## config.mk

```make
export PLATFORM = sky130hd
export DESIGN_NAME = cpc_mem_arbiter
export DESIGN_NICKNAME = d
export VERILOG_FILES = /design/src/rtl/cpc_mem_arbiter.sv
export SDC_FILE = /design/constraint.sdc
export NUM_CORES = 1
export LEC_CHECK = 0
export ABC_AREA = 0
export CAP_MARGIN = 30
export CORE_AREA = 5 5 98 100
export DETAILED_ROUTE_END_ITERATION = 7
export DIE_AREA = 0 0 103 105
export PLACE_DENSITY = 0.87
export SLEW_MARGIN = 20
export SYNTH_ARGS = -nofsm -noshare
export SYNTH_HDL_FRONTEND = slang
export SYNTH_SLANG_ARGS = --single-unit
```

## constraint.sdc

```tcl
create_clock -name clk_sys -period 2.9 [get_ports clk_sys]
set_input_delay 0.58 -clock clk_sys [delete_from_list [all_inputs] [get_ports clk_sys]]
set_output_delay 0.58 -clock clk_sys [all_outputs]
set_load 0.03 [all_outputs]
```

## src/rtl/cpc_mem_arbiter.sv

```systemverilog
// cpc_mem_arbiter: shares one SDRAM request port between video, CPU and boot loader
//  Ports: clk_sys/reset_n (sync, active low); boot_mode selects boot-only service.
//  vid_*  : video read port (req level, ack pulse, 16-bit word)
//  cpu_*  : CPU port, byte access with lane from cpu_addr[0], bank, read/write
//  boot_* : boot loader write port
//  mem_*  : SDRAM side, mem_req is a one-cycle issue strobe, mem_rdy the completion
//  timeout_err : sticky flag set when a transaction got no mem_rdy in time
module cpc_mem_arbiter #(
  parameter int AW = 23,
  parameter int CPU_STARVE = 4,
  parameter int TIMEOUT = 15
) (
  input  logic          clk_sys,
  input  logic          reset_n,
  input  logic          boot_mode,
  input  logic          vid_req,
  input  logic [AW-1:0] vid_addr,
  output logic          vid_ack,
  output logic [15:0]   vid_data,
  input  logic          cpu_req,
  input  logic          cpu_we,
  input  logic [AW-1:0] cpu_addr,
  input  logic [1:0]    cpu_bank,
  input  logic [7:0]    cpu_din,
  output logic          cpu_ack,
  output logic [7:0]    cpu_dout,
  input  logic          boot_req,
  input  logic [AW-1:0] boot_addr,
  input  logic [1:0]    boot_bank,
  input  logic [7:0]    boot_din,
  output logic          boot_ack,
  output logic          mem_req,
  output logic          mem_we,
  output logic [AW-1:0] mem_addr,
  output logic [1:0]    mem_bank,
  output logic [7:0]    mem_din,
  input  logic          mem_rdy,
  input  logic [15:0]   mem_dout,
  output logic          timeout_err
);
  typedef enum logic [1:0] {IDLE, ISSUE, WAIT, DONE} state_t;
  state_t      state_q;
  logic [2:0]  gnt_q;
  logic [2:0]  win;
  logic [3:0]  starve_q;
  logic [7:0]  wait_q;
  logic        hold_q;
  logic [15:0] rd_word;
  // win/gnt encoding: bit0 video, bit1 cpu, bit2 boot.
  // The IDLE cycle after a completion grants nobody, so the acked requester can
  // drop its request while the others keep their fixed-priority order.
  always_comb begin
    win = hold_q ? 3'b000 :
          boot_mode ? {boot_req, 2'b00} :
          (cpu_req && starve_q == 4'(CPU_STARVE)) ? 3'b010 :
          vid_req ? 3'b001 :
          cpu_req ? 3'b010 : 3'b000;
    rd_word = mem_rdy ? mem_dout : 16'hFFFF;
  end
  always_ff @(posedge clk_sys) begin
    if (!reset_n) begin
      state_q     <= IDLE;
      gnt_q       <= '0;
      starve_q    <= '0;
      wait_q      <= '0;
      hold_q      <= 1'b0;
      vid_ack     <= 1'b0;
      cpu_ack     <= 1'b0;
      boot_ack    <= 1'b0;
      vid_data    <= '0;
      cpu_dout    <= '0;
      mem_req     <= 1'b0;
      mem_we      <= 1'b0;
      mem_addr    <= '0;
      mem_bank    <= '0;
      mem_din     <= '0;
      timeout_err <= 1'b0;
    end else begin
      vid_ack  <= 1'b0;
      cpu_ack  <= 1'b0;
      boot_ack <= 1'b0;
      mem_req  <= 1'b0;
      hold_q   <= 1'b0;
      if (!cpu_req) starve_q <= '0;
      case (state_q)
        IDLE: if (|win) begin
          state_q  <= ISSUE;
          gnt_q    <= win;
          mem_req  <= 1'b1;
          wait_q   <= '0;
          mem_we   <= win[2] | (win[1] & cpu_we);
          mem_addr <= win[0] ? vid_addr : win[1] ? cpu_addr : boot_addr;
          mem_bank <= win[1] ? cpu_bank : win[2] ? boot_bank : 2'b00;
          mem_din  <= win[1] ? cpu_din : win[2] ? boot_din : 8'h00;
          if (win[1]) starve_q <= '0;
          else if (win[0] && cpu_req && starve_q != 4'(CPU_STARVE)) starve_q <= starve_q + 4'd1;
        end
        ISSUE: state_q <= WAIT;
        WAIT: if (mem_rdy || wait_q == 8'(TIMEOUT - 1)) begin
          state_q  <= DONE;
          vid_ack  <= gnt_q[0];
          cpu_ack  <= gnt_q[1];
          boot_ack <= gnt_q[2];
          if (!mem_rdy) timeout_err <= 1'b1;
          if (gnt_q[0]) vid_data <= rd_word;
          if (gnt_q[1] && !mem_we) cpu_dout <= mem_addr[0] ? rd_word[15:8] : rd_word[7:0];
        end else wait_q <= wait_q + 8'd1;
        DONE: begin
          state_q <= IDLE;
          hold_q  <= 1'b1;
        end
        default: state_q <= IDLE;
      endcase
    end
  end
endmodule

```

==> flow_summary.toml <==
[status]
status = "complete, no violations"

[cts]
worstSkewPairLatency_ns = 0.36
numCtsBuffers = 9
cts_tree = "yes"
cts_max_level = 3
postCtsHoldBufs = 0
cts.sinks = 81
clockBufferDepth = 2
cts_resized = 0
clk_pin_slew_ns = 0.09
cts_setup_buffers = 0
clock-root-buffer = "clkbuf_8"

[final_layout]
multi_input_area_sq_um = 1948
layout_commonest_cell = "clkdlybuf4s50_1"
fillCellCount = 683
final_cell_mix = "clkdlybuf4s50_1 (175), dfxtp_1 (81), nand2_1 (57)"
drive_above_1_share_pct = 9.580
area.sequential_sq_um = 1622
syn2layout_area_growth_pct = 53.61
post-route-util_pct = 67.25
diodes = 0
layout.nets = 711

[power_and_ir_drop]
cellPowerDensity_nw_per_um2 = 639.2
switching_share_pct = 36.84
p_int_uw = 2333
power.leakage_uw = 0.002158
pwr-share-comb_pct = 38.5
power.switching_uw = 1361
pwr-share-clk_pct = 23.4
peakVddDrop_mv = 0.4601
power_frac_seq_pct = 38.1

[timing]
finalSetupTns_ns = 0
worst_pin_slew_ns = 0.5295
max_freq_ghz = 0.4285
rsz0062_at_grt = "no"
min_period_over_period_pct = 80.47
setup_viol = 0
finClkSkew_ns = 0.01402
slew_headroom_pct = 64.59
hold_violations = 0
period_needed_ns = 2.334
finalMaxSlewViolations = 0
holdWs_ns = 0.4744

[drt]
vias = 3860
drtIter0Drc = 165
drt-vias-per-instance = 5.491
dr.pass1.iters = 4
finalWirelength_mm = 12.08
drt-wirelength-per-cell_um = 17.18
drc_errors = 0
final_antenna_net_count = 0

[synth]
muxShareOfSynthArea_pct = 2.394
synth_nets = 542
synth_seq_cells = 81
synth_area_leader_cell = "dfxtp_1"
ys_seq_area_share_pct = 43.10
synth_xor_area_share_pct = 0.9312
synth_cells = 421
synth_edf_count = 0
synth_cell_types = 53
synth_ff_type = "dfxtp_1"
synth-compound-area-share_pct = 26.01
async_reset_ff_share_pct = 0
yosys.area_share.simple_pct = 19.65
yosys_warnings = 0
synthTopCellsByArea = "dfxtp_1 (43%), a21oi_1 (6.5%), a221o_1 (6.1%)"
mappedNetlistArea_sq_um = 3762
syn_avg_cell_area_sq_um = 8.937
synth_top_area_share_pct = 43.10
synth_fa_ha_area_share_pct = 2.660
synth_top_family_by_area = "compound AO/OA/AOI/OAI gates"

[critical_path]
path_max_fanout = 23
r2r_start = "state_q[0]$_SDFFE_PN0P_"
max_stage_delay_ns = 0.64
startpoint = "cpu_req"
worstSetupPathType = "input pin to register"
critPathLaunchType = "input pin"
worst-endpoint-required_ns = 3.20
crit_chain = "clkdlybuf4s50_1 -> inv_1 -> o211ai_1 -> nand3_2 -> a21oi_1 -> a221o_1"
slowest_stage = "clkdlybuf4s50_1"
end_kind = "register"
arrival_ns = 2.64

[floorplanning]
design.core.area_sq_um = 8593
die_width_um = 103
ioPinCount = 176
die_h_um = 105
initial_utilization_pct = 43.78
die_area_sq_um = 10820
rows = 34

[place]
gp_congestion = 0.8440
numPortBuffers = 175
dp_hpwl_mm = 8.934

[global_route]
overflow = 0
grt_pass1_vias = 4041
track_usage_pct = 22.31
grt_antenna_before_repair = 0
grt_max_degree = 35
grt_pass1_wl_mm = 19.49

[hold_path]
hp-start = "vid_data[8]$_SDFFE_PN0P_"
hold_path.class = "register to register"

[run]
cap_violations = 0
## path summary, 6_finish.rpt
kind	cells past startpoint	endpoint	slack (ns)
worst max register to register	7	mem_addr[1]$_SDFFE_PN0P_	0.69
worst max-delay path	6	mem_addr[1]$_SDFFE_PN0P_	0.57
worst min register to register	2	vid_data[8]$_SDFFE_PN0P_	0.47
worst min-delay path	2	vid_data[8]$_SDFFE_PN0P_	0.47
## layout make-up
| class | instances | share of cell area (%) |
|---|---|---|
| repair buffers | 186 | 31.74 |
| inverters | 10 | 0.6495 |
| flip-flops and latches | 81 | 28.06 |
| clock buffers | 9 | 2.143 |
| clock inverters | 7 | 1.364 |
| well taps | 108 | 2.338 |
| multi-input cells | 302 | 33.71 |
## logic make-up after synthesis
| logic type | Yosys count |
|---|---|
| compound gates | 135 |
| xor+xnor | 4 |
| fa+ha+maj | 8 |
| buf+inv | 38 |
| flops | 81 |
| mux | 8 |
| simple gates | 147 |
## through the flow
stage                     cell area (sq um)  setup WS (ns)  power, uW  instances
after floorplan                        3762         0.9415       2214        421
after global placement                 5577         0.3365       2807        687
after detailed placement               5577         0.2081       2848        687
after CTS                              5779         0.5657       3711        703
after global routing                   5779         0.3063       3888        703
final                                  5779         0.5664       3694        703
## state kept, by name, summed over array words and instances (netlist names), 2 cells and up
name	cells
mem_addr	23
state_q	2
wait_q	8
cpu_dout	8
mem_din	8
mem_bank	2
gnt_q	3
vid_data	16
starve_q	4
## synth_stat cells (4+ instances only)
cell      instances
o221a_2           8
o21ai_1          16
buf_6             4
mux2_2            8
nor3_1           10
a21oi_1          49
buf_2             8
clkbuf_1         11
inv_1            10
ha_1              8
a221o_1          23
and3_1            4
dfxtp_1          81
nand2b_1         18
nand2_1          57
nand3_1           7
o21ai_0          13
buf_4             4
nor2_1           29
a221oi_1         10
## per-layer routing
layer / track usage, % / vias to the layer above / routed length, um / share of wire (%)
li1: - / 1872 / - / -
met3: 4.930 / 31 / 823 / 6.8
met5: 0 / - / 0 / 0
met1: 27.25 / 1816 / 4811 / 40
met2: 37.44 / 141 / 6098 / 50
met4: 9.066 / 0 / 342 / 2.8
## power groups by stage
stage | clock [uW] | combinational (uW) | sequential [uW]
final | 865 | 1420 | 1410
after global routing | 934 | 1520 | 1430
after CTS | 876 | 1430 | 1410
after detailed placement | 0 | 1420 | 1430
after global placement | 0 | 1380 | 1430
after floorplan | 0 | 508 | 1710
## critical path, delay by kind of cell
family | cells | cell delay, ns
compound gates | 3 | 0.79
buf+inv | 2 | 0.78
simple gates | 1 | 0.49
(Power assumes the default switching activity.)
